==> config.mk <==
export PLATFORM = sky130hd
export DESIGN_NAME = lms_sat_arbiter
export DESIGN_NICKNAME = d
export VERILOG_FILES = /design/src/rtl/lms_sat_arbiter.sv
export SDC_FILE = /design/constraint.sdc
export NUM_CORES = 1
export LEC_CHECK = 0
export CORE_MARGIN = 2
export CORE_UTILIZATION = 32
export CTS_CLUSTER_SIZE = 40
export DETAILED_ROUTE_END_ITERATION = 7
export GPL_TIMING_DRIVEN = 0
export MAX_ROUTING_LAYER = met4
export PLACE_DENSITY = 0.62
export SLEW_MARGIN = 20
export SYNTH_ARGS = -nofsm -noshare
export SYNTH_HDL_FRONTEND = slang
export SYNTH_SLANG_ARGS = --single-unit
==> constraint.sdc <==
create_clock -name clk -period 6.1 [get_ports clk]
set_input_delay 1.22 -clock clk [delete_from_list [all_inputs] [get_ports clk]]
set_output_delay 1.22 -clock clk [all_outputs]
set_load 0.02 [all_outputs]
==> src/rtl/lms_sat_arbiter.sv <==
// Round-robin arbiter sharing one signed saturation stage among N_REQ LMS requesters.
// Registered valid/ready output tagged with requester id and clip flag, plus per-requester clip counters.
module lms_sat_arbiter #(
    parameter int N_REQ = 4,
    parameter int IN_W  = 32,
    parameter int OUT_W = 16,
    parameter int CNT_W = 16,
    parameter int ID_W  = $clog2(N_REQ)
) (
    input  logic                    clk,
    input  logic                    rst,
    input  logic [N_REQ-1:0]        req_valid,
    input  logic [N_REQ*IN_W-1:0]   req_data,
    output logic [N_REQ-1:0]        req_ready,
    output logic                    out_valid,
    input  logic                    out_ready,
    output logic [OUT_W-1:0]        out_data,
    output logic [ID_W-1:0]         out_id,
    output logic                    out_sat,
    input  logic [ID_W-1:0]         cnt_sel,
    output logic [CNT_W-1:0]        cnt_val,
    input  logic                    cnt_clr
);

    localparam logic signed [IN_W-1:0] SAT_HI_C = {{(IN_W-OUT_W+1){1'b0}}, {(OUT_W-1){1'b1}}};
    localparam logic signed [IN_W-1:0] SAT_LO_C = {{(IN_W-OUT_W+1){1'b1}}, {(OUT_W-1){1'b0}}};

    typedef enum logic [0:0] {
        ST_EMPTY = 1'b0,
        ST_FULL  = 1'b1
    } state_t;

    // Returns {clip_flag, clipped_value}; all comparisons are signed.
    function automatic logic [OUT_W:0] sat_f(input logic signed [IN_W-1:0] x);
        logic [OUT_W:0] r;
        if (x > SAT_HI_C) begin
            r = {1'b1, 1'b0, {(OUT_W-1){1'b1}}};
        end else if (x < SAT_LO_C) begin
            r = {1'b1, 1'b1, {(OUT_W-1){1'b0}}};
        end else begin
            r = {1'b0, x[OUT_W-1:0]};
        end
        return r;
    endfunction

    state_t            state_r;
    state_t            state_nxt_s;
    logic [ID_W-1:0]   last_grant_r;
    logic [ID_W-1:0]   grant_id_s;
    logic [N_REQ-1:0]  grant_oh_s;
    logic              found_s;
    logic              accept_s;
    logic              grant_en_s;
    logic [IN_W-1:0]   sel_data_s;
    logic [OUT_W:0]    sat_res_s;
    logic [OUT_W-1:0]  out_data_r;
    logic [ID_W-1:0]   out_id_r;
    logic              out_sat_r;
    logic [CNT_W-1:0]  cnt_r [N_REQ];

    // Round-robin search starting one past the last granted requester.
    always_comb begin
        logic [ID_W:0] idx_v;
        grant_id_s = '0;
        grant_oh_s = '0;
        found_s    = 1'b0;
        idx_v      = '0;
        for (int k = 0; k < N_REQ; k++) begin
            idx_v = {1'b0, last_grant_r} + (ID_W+1)'(k + 1);
            if (idx_v >= (ID_W+1)'(N_REQ)) begin
                idx_v = idx_v - (ID_W+1)'(N_REQ);
            end else begin
                idx_v = idx_v;
            end
            if (!found_s && req_valid[idx_v[ID_W-1:0]]) begin
                found_s    = 1'b1;
                grant_id_s = idx_v[ID_W-1:0];
            end else begin
                found_s    = found_s;
            end
        end
        grant_oh_s[grant_id_s] = found_s;
    end

    assign out_valid  = (state_r == ST_FULL);
    assign accept_s   = ~out_valid | out_ready;
    assign grant_en_s = found_s & accept_s & ~rst;
    assign req_ready  = grant_oh_s & {N_REQ{grant_en_s}};
    assign sel_data_s = req_data[grant_id_s*IN_W +: IN_W];
    assign sat_res_s  = sat_f($signed(sel_data_s));

    // Output register occupancy: a grant always (re)fills, a drain without a grant empties.
    always_comb begin
        state_nxt_s = state_r;
        case (state_r)
            ST_EMPTY: begin
                if (grant_en_s) begin
                    state_nxt_s = ST_FULL;
                end else begin
                    state_nxt_s = ST_EMPTY;
                end
            end
            ST_FULL: begin
                if (grant_en_s) begin
                    state_nxt_s = ST_FULL;
                end else if (out_ready) begin
                    state_nxt_s = ST_EMPTY;
                end else begin
                    state_nxt_s = ST_FULL;
                end
            end
            default: state_nxt_s = ST_EMPTY;
        endcase
    end

    // State register.
    always_ff @(posedge clk) begin
        if (rst) begin
            state_r <= ST_EMPTY;
        end else begin
            state_r <= state_nxt_s;
        end
    end

    // Result register and arbitration pointer; both move only on a real grant.
    always_ff @(posedge clk) begin
        if (rst) begin
            out_data_r   <= '0;
            out_id_r     <= '0;
            out_sat_r    <= 1'b0;
            last_grant_r <= ID_W'(N_REQ - 1);
        end else if (grant_en_s) begin
            out_data_r   <= sat_res_s[OUT_W-1:0];
            out_id_r     <= grant_id_s;
            out_sat_r    <= sat_res_s[OUT_W];
            last_grant_r <= grant_id_s;
        end
    end

    // Sticky clip counters; clear takes precedence over a same-cycle increment.
    always_ff @(posedge clk) begin
        if (rst || cnt_clr) begin
            for (int i = 0; i < N_REQ; i++) begin
                cnt_r[i] <= '0;
            end
        end else begin
            for (int i = 0; i < N_REQ; i++) begin
                if (grant_en_s && sat_res_s[OUT_W] && (grant_id_s == ID_W'(i)) &&
                    (cnt_r[i] != {CNT_W{1'b1}})) begin
                    cnt_r[i] <= cnt_r[i] + CNT_W'(1);
                end
            end
        end
    end

    // Same-cycle counter read; out-of-range selects read as zero.
    always_comb begin
        cnt_val = '0;
        if (32'(cnt_sel) < N_REQ) begin
            cnt_val = cnt_r[cnt_sel];
        end else begin
            cnt_val = '0;
        end
    end

    assign out_data = out_data_r;
    assign out_id   = out_id_r;
    assign out_sat  = out_sat_r;

endmodule

==> impl_metrics.py <==
metrics = {
    "pwr": {
        "total_power_mw": 1.74,
        "peakVddDrop_v": 0.000159,
        "power_density_nw_per_um2": 220,
        "p_leak_nw": 2.63,
    },
    "setup_path": {
        "end_kind": "output pin",
        "critPathLaunch": "req_valid[3]",
        "crit_slowest_cell": "clkdlybuf4s50_1",
        "start_kind": "primary input",
        "crit_type": "primary input to output pin",
        "worstPathArrival_ns": 3.98,
        "critPathRequiredTime_ns": 4.88,
        "path_cells": "clkdlybuf4s50_1, nand2b_1, o21ai_0, a211oi_1, clkbuf_1, clkbuf_1, nor2_1, clkdlybuf4s50_1",
        "cp_num_buf_inv": 4,
        "critical_path.max_fanout": 10,
        "max_stage_delay_ns": 0.60,
        "cp_top_family": "buffers and inverters",
        "r2r_start": "last_grant_r[1]",
    },
    "sta": {
        "max_slew_margin": 0.357,
        "finalClockSkew_ns": 0.00839,
        "period_minus_slack_ns": 5.20,
        "setup_viol": 0,
        "finalSetupTns_ns": 0,
        "final_hold_viol_count": 0,
        "drv_slew": 0,
        "rsz0062_at_grt": "false",
        "tightestPinTransition_ns": 0.961,
        "fin_crit_sh": 0.853,
        "fmax_ghz": 0.192,
    },
    "global_routing": {
        "grt_max_degree": 17,
        "grt-ovfl-total": 0,
        "grt_pass1_wl_microns": 28200,
        "antenna_found_initial": 0,
        "gr-usage-all-layers": 0.205,
        "grt_pass1_vias": 5414,
    },
    "clock_network": {
        "clock-root-buffer": "clkbuf_16",
        "cts-buffers-inserted": 9,
        "h-tree-depth": 3,
        "cts_setup_buffers": 0,
        "cts_tree": "yes",
        "worst_skew_pair.late_latency_ns": 0.35,
        "hold_buffers": 0,
        "path_clk_slew_ns": 0.07,
        "clk_path_buf_depth": 2,
        "numClockSinks": 86,
        "ctsResizeCount": 0,
    },
    "yosys": {
        "synth_cells": 538,
        "yosysWarnings": 0,
        "synthTopCellsByArea": "edfxtp_1 (35%), dfxtp_1 (7.9%), nor4_1 (7.1%)",
        "synth_top_cell_by_area": "edfxtp_1",
        "synth_seq_cells": 86,
        "synthArstFlopShare": 0,
        "syn-num-nets": 680,
        "ys_seq_area_frac": 0.425,
        "synth_top_flop_cell": "edfxtp_1",
        "synth_cell_types": 46,
        "synth_top_area_share": 0.346,
        "synth_edf_count": 64,
        "syn_area_sq_um": 5560,
        "syn_avg_cell_area_sq_um": 10.3,
    },
    "finish": {
        "syn_to_final_growth_pct": 42.3,
        "stdcell_area_sq_um": 7910,
        "final_nets": 868,
        "antenna_cells": 0,
        "utilization": 0.462,
        "fill_cells": 1611,
        "drive_gt1_frac": 0.0821,
        "final_cell_count_no_fill": 956,
    },
    "route": {
        "drcViolationCount": 0,
        "ant_nets": 0,
        "routed_wl_microns": 18000,
        "num_vias": 5369,
        "drtIter0Drc": 336,
        "wl_per_cell_microns": 18.8,
        "first_pass_iters": 5,
        "vias_per_cell": 5.62,
    },
    "die": {
        "dieWidth_microns": 136,
        "rows": 48,
        "initial_core_util": 0.325,
        "die_area_sq_um": 18500,
        "core_sq_um": 17100,
        "die-height_microns": 136,
        "boundaryPins": 178,
    },
    "place": {
        "gp_congestion": 0.955,
        "post-place-cells": 940,
        "dp_hpwl_microns": 14500,
        "numPortBuffers": 175,
        "dpl_cell_area_sq_um": 7630,
    },
    "worst_hold_path": {
        "hp-class": "flip-flop to flip-flop",
        "min_from": "out_data[15]",
    },
    "run_status": {
        "status": "completed",
    },
    "run": {
        "max_cap_violations": 0,
    },
}
==> layout make-up <==
class,instances,area [sq um],share of cell area
buffer,36,169,0.0213
multi-input combinational,410,3020,0.382
inverter,6,22.5,0.00285
clock buffer,10,229,0.0289
sequential,86,2360,0.298
timing repair buffer,177,1770,0.224
clock inverter,6,52.6,0.00664
tap,225,282,0.0356
==> registers in the layout, indices dropped and copies added (netlist names) <==
register,flops
cnt_r,64
out_data,16
out_id,2
out_sat,1
last_grant_r,2
out_valid,1
==> cells in the final DEF, fill, tap and decap left out, types with 2 or more instances in the layout <==
cell	count
a211oi_1	16
a211oi_2	2
a21oi_1	21
a221o_1	15
and3_1	13
and4_1	7
buf_1	3
buf_2	12
buf_6	4
clkbuf_1	19
clkbuf_16	9
clkdlybuf4s50_1	175
clkinv_1	2
clkinv_2	3
dfxtp_1	22
edfxtp_1	64
ha_1	4
inv_1	6
mux2_2	3
mux2i_1	16
mux4_2	16
nand2_1	30
nand2b_1	6
nand3_1	27
nand3b_1	3
nand4_1	27
nor2_1	19
nor2b_1	16
nor3_1	26
nor4_1	63
o21ai_0	2
o21ai_1	2
o21ai_2	4
or3_1	3
xnor2_1	19
xor2_1	36
==> report_power, final <==
| part | leakage (nW) | internal [mW] | total, mW | switching (mW) |
|---|---|---|---|---|
| clock | 0.141 | 0.313 | 0.538 | 0.226 |
| combinational | 1.59 | 0.236 | 0.470 | 0.234 |
| sequential | 0.902 | 0.682 | 0.736 | 0.0544 |
==> final timing paths <==
kind,to,slack (ns),cells past startpoint
setup / recovery,req_ready[3],0.90,8
hold / removal,out_data[15],0.46,2
setup reg to reg,cnt_r[0][6],2.63,8
hold reg to reg,out_data[15],0.46,2
==> per-stage QoR <==
stage                     hold WS (ns)  setup WS [ns]
after floorplan                  0.499           1.72
after global placement           0.444          0.455
after detailed placement         0.452          0.912
after CTS                        0.461          0.904
after global routing             0.483          0.755
final                            0.459          0.899
==> kinds of logic (layout without fill, tap and decap cells) <==
kind of cell / after synthesis / after routing / synth area share
compound gates: 70 / 70 / 0.0967
xor+xnor: 55 / 55 / 0.0866
fa+ha+maj: 4 / 4 / 0.00900
buf+inv: 42 / 235 / 0.0344
flops: 86 / 86 / 0.425
mux: 36 / 36 / 0.102
simple gates: 245 / 245 / 0.246
==> routing by layer <==
metal | up-vias | GRT usage | part of all wire
met1 | 2536 | 0.240 | 0.41
met3 | 43 | 0.0488 | 0.079
met5 | - | - | 0
met2 | 275 | 0.336 | 0.48
met4 | 0 | 0.0874 | 0.036
li1 | 2515 | - | -
==> worst reg2reg max path: stages (launching register included) <==
cell and delay [ns]:
dfxtp_1 0.37, nor3b_1 0.27, a211oi_2 0.08, buf_4 0.20
buf_2 0.21, nor3_1 0.56, o21ai_1 0.38, buf_2 0.30
o21ai_2 0.73
==> synthesized netlist by cell type, types with 2 or more instances <==
library cell,number
a211oi_1,16
a211oi_2,2
a21oi_1,21
a221o_1,15
and3_1,13
and4_1,7
buf_1,3
buf_2,12
buf_6,2
clkbuf_1,18
dfxtp_1,22
edfxtp_1,64
ha_1,4
inv_1,6
mux2_2,3
mux2i_1,16
mux4_2,16
nand2_1,30
nand2b_1,6
nand3_1,27
nand3b_1,3
nand4_1,27
nor2_1,19
nor2b_1,16
nor3_1,26
nor4_1,63
o21ai_0,5
o21ai_1,3
or3_1,3
xnor2_1,19
xor2_1,36
(Power assumes the default switching activity.)
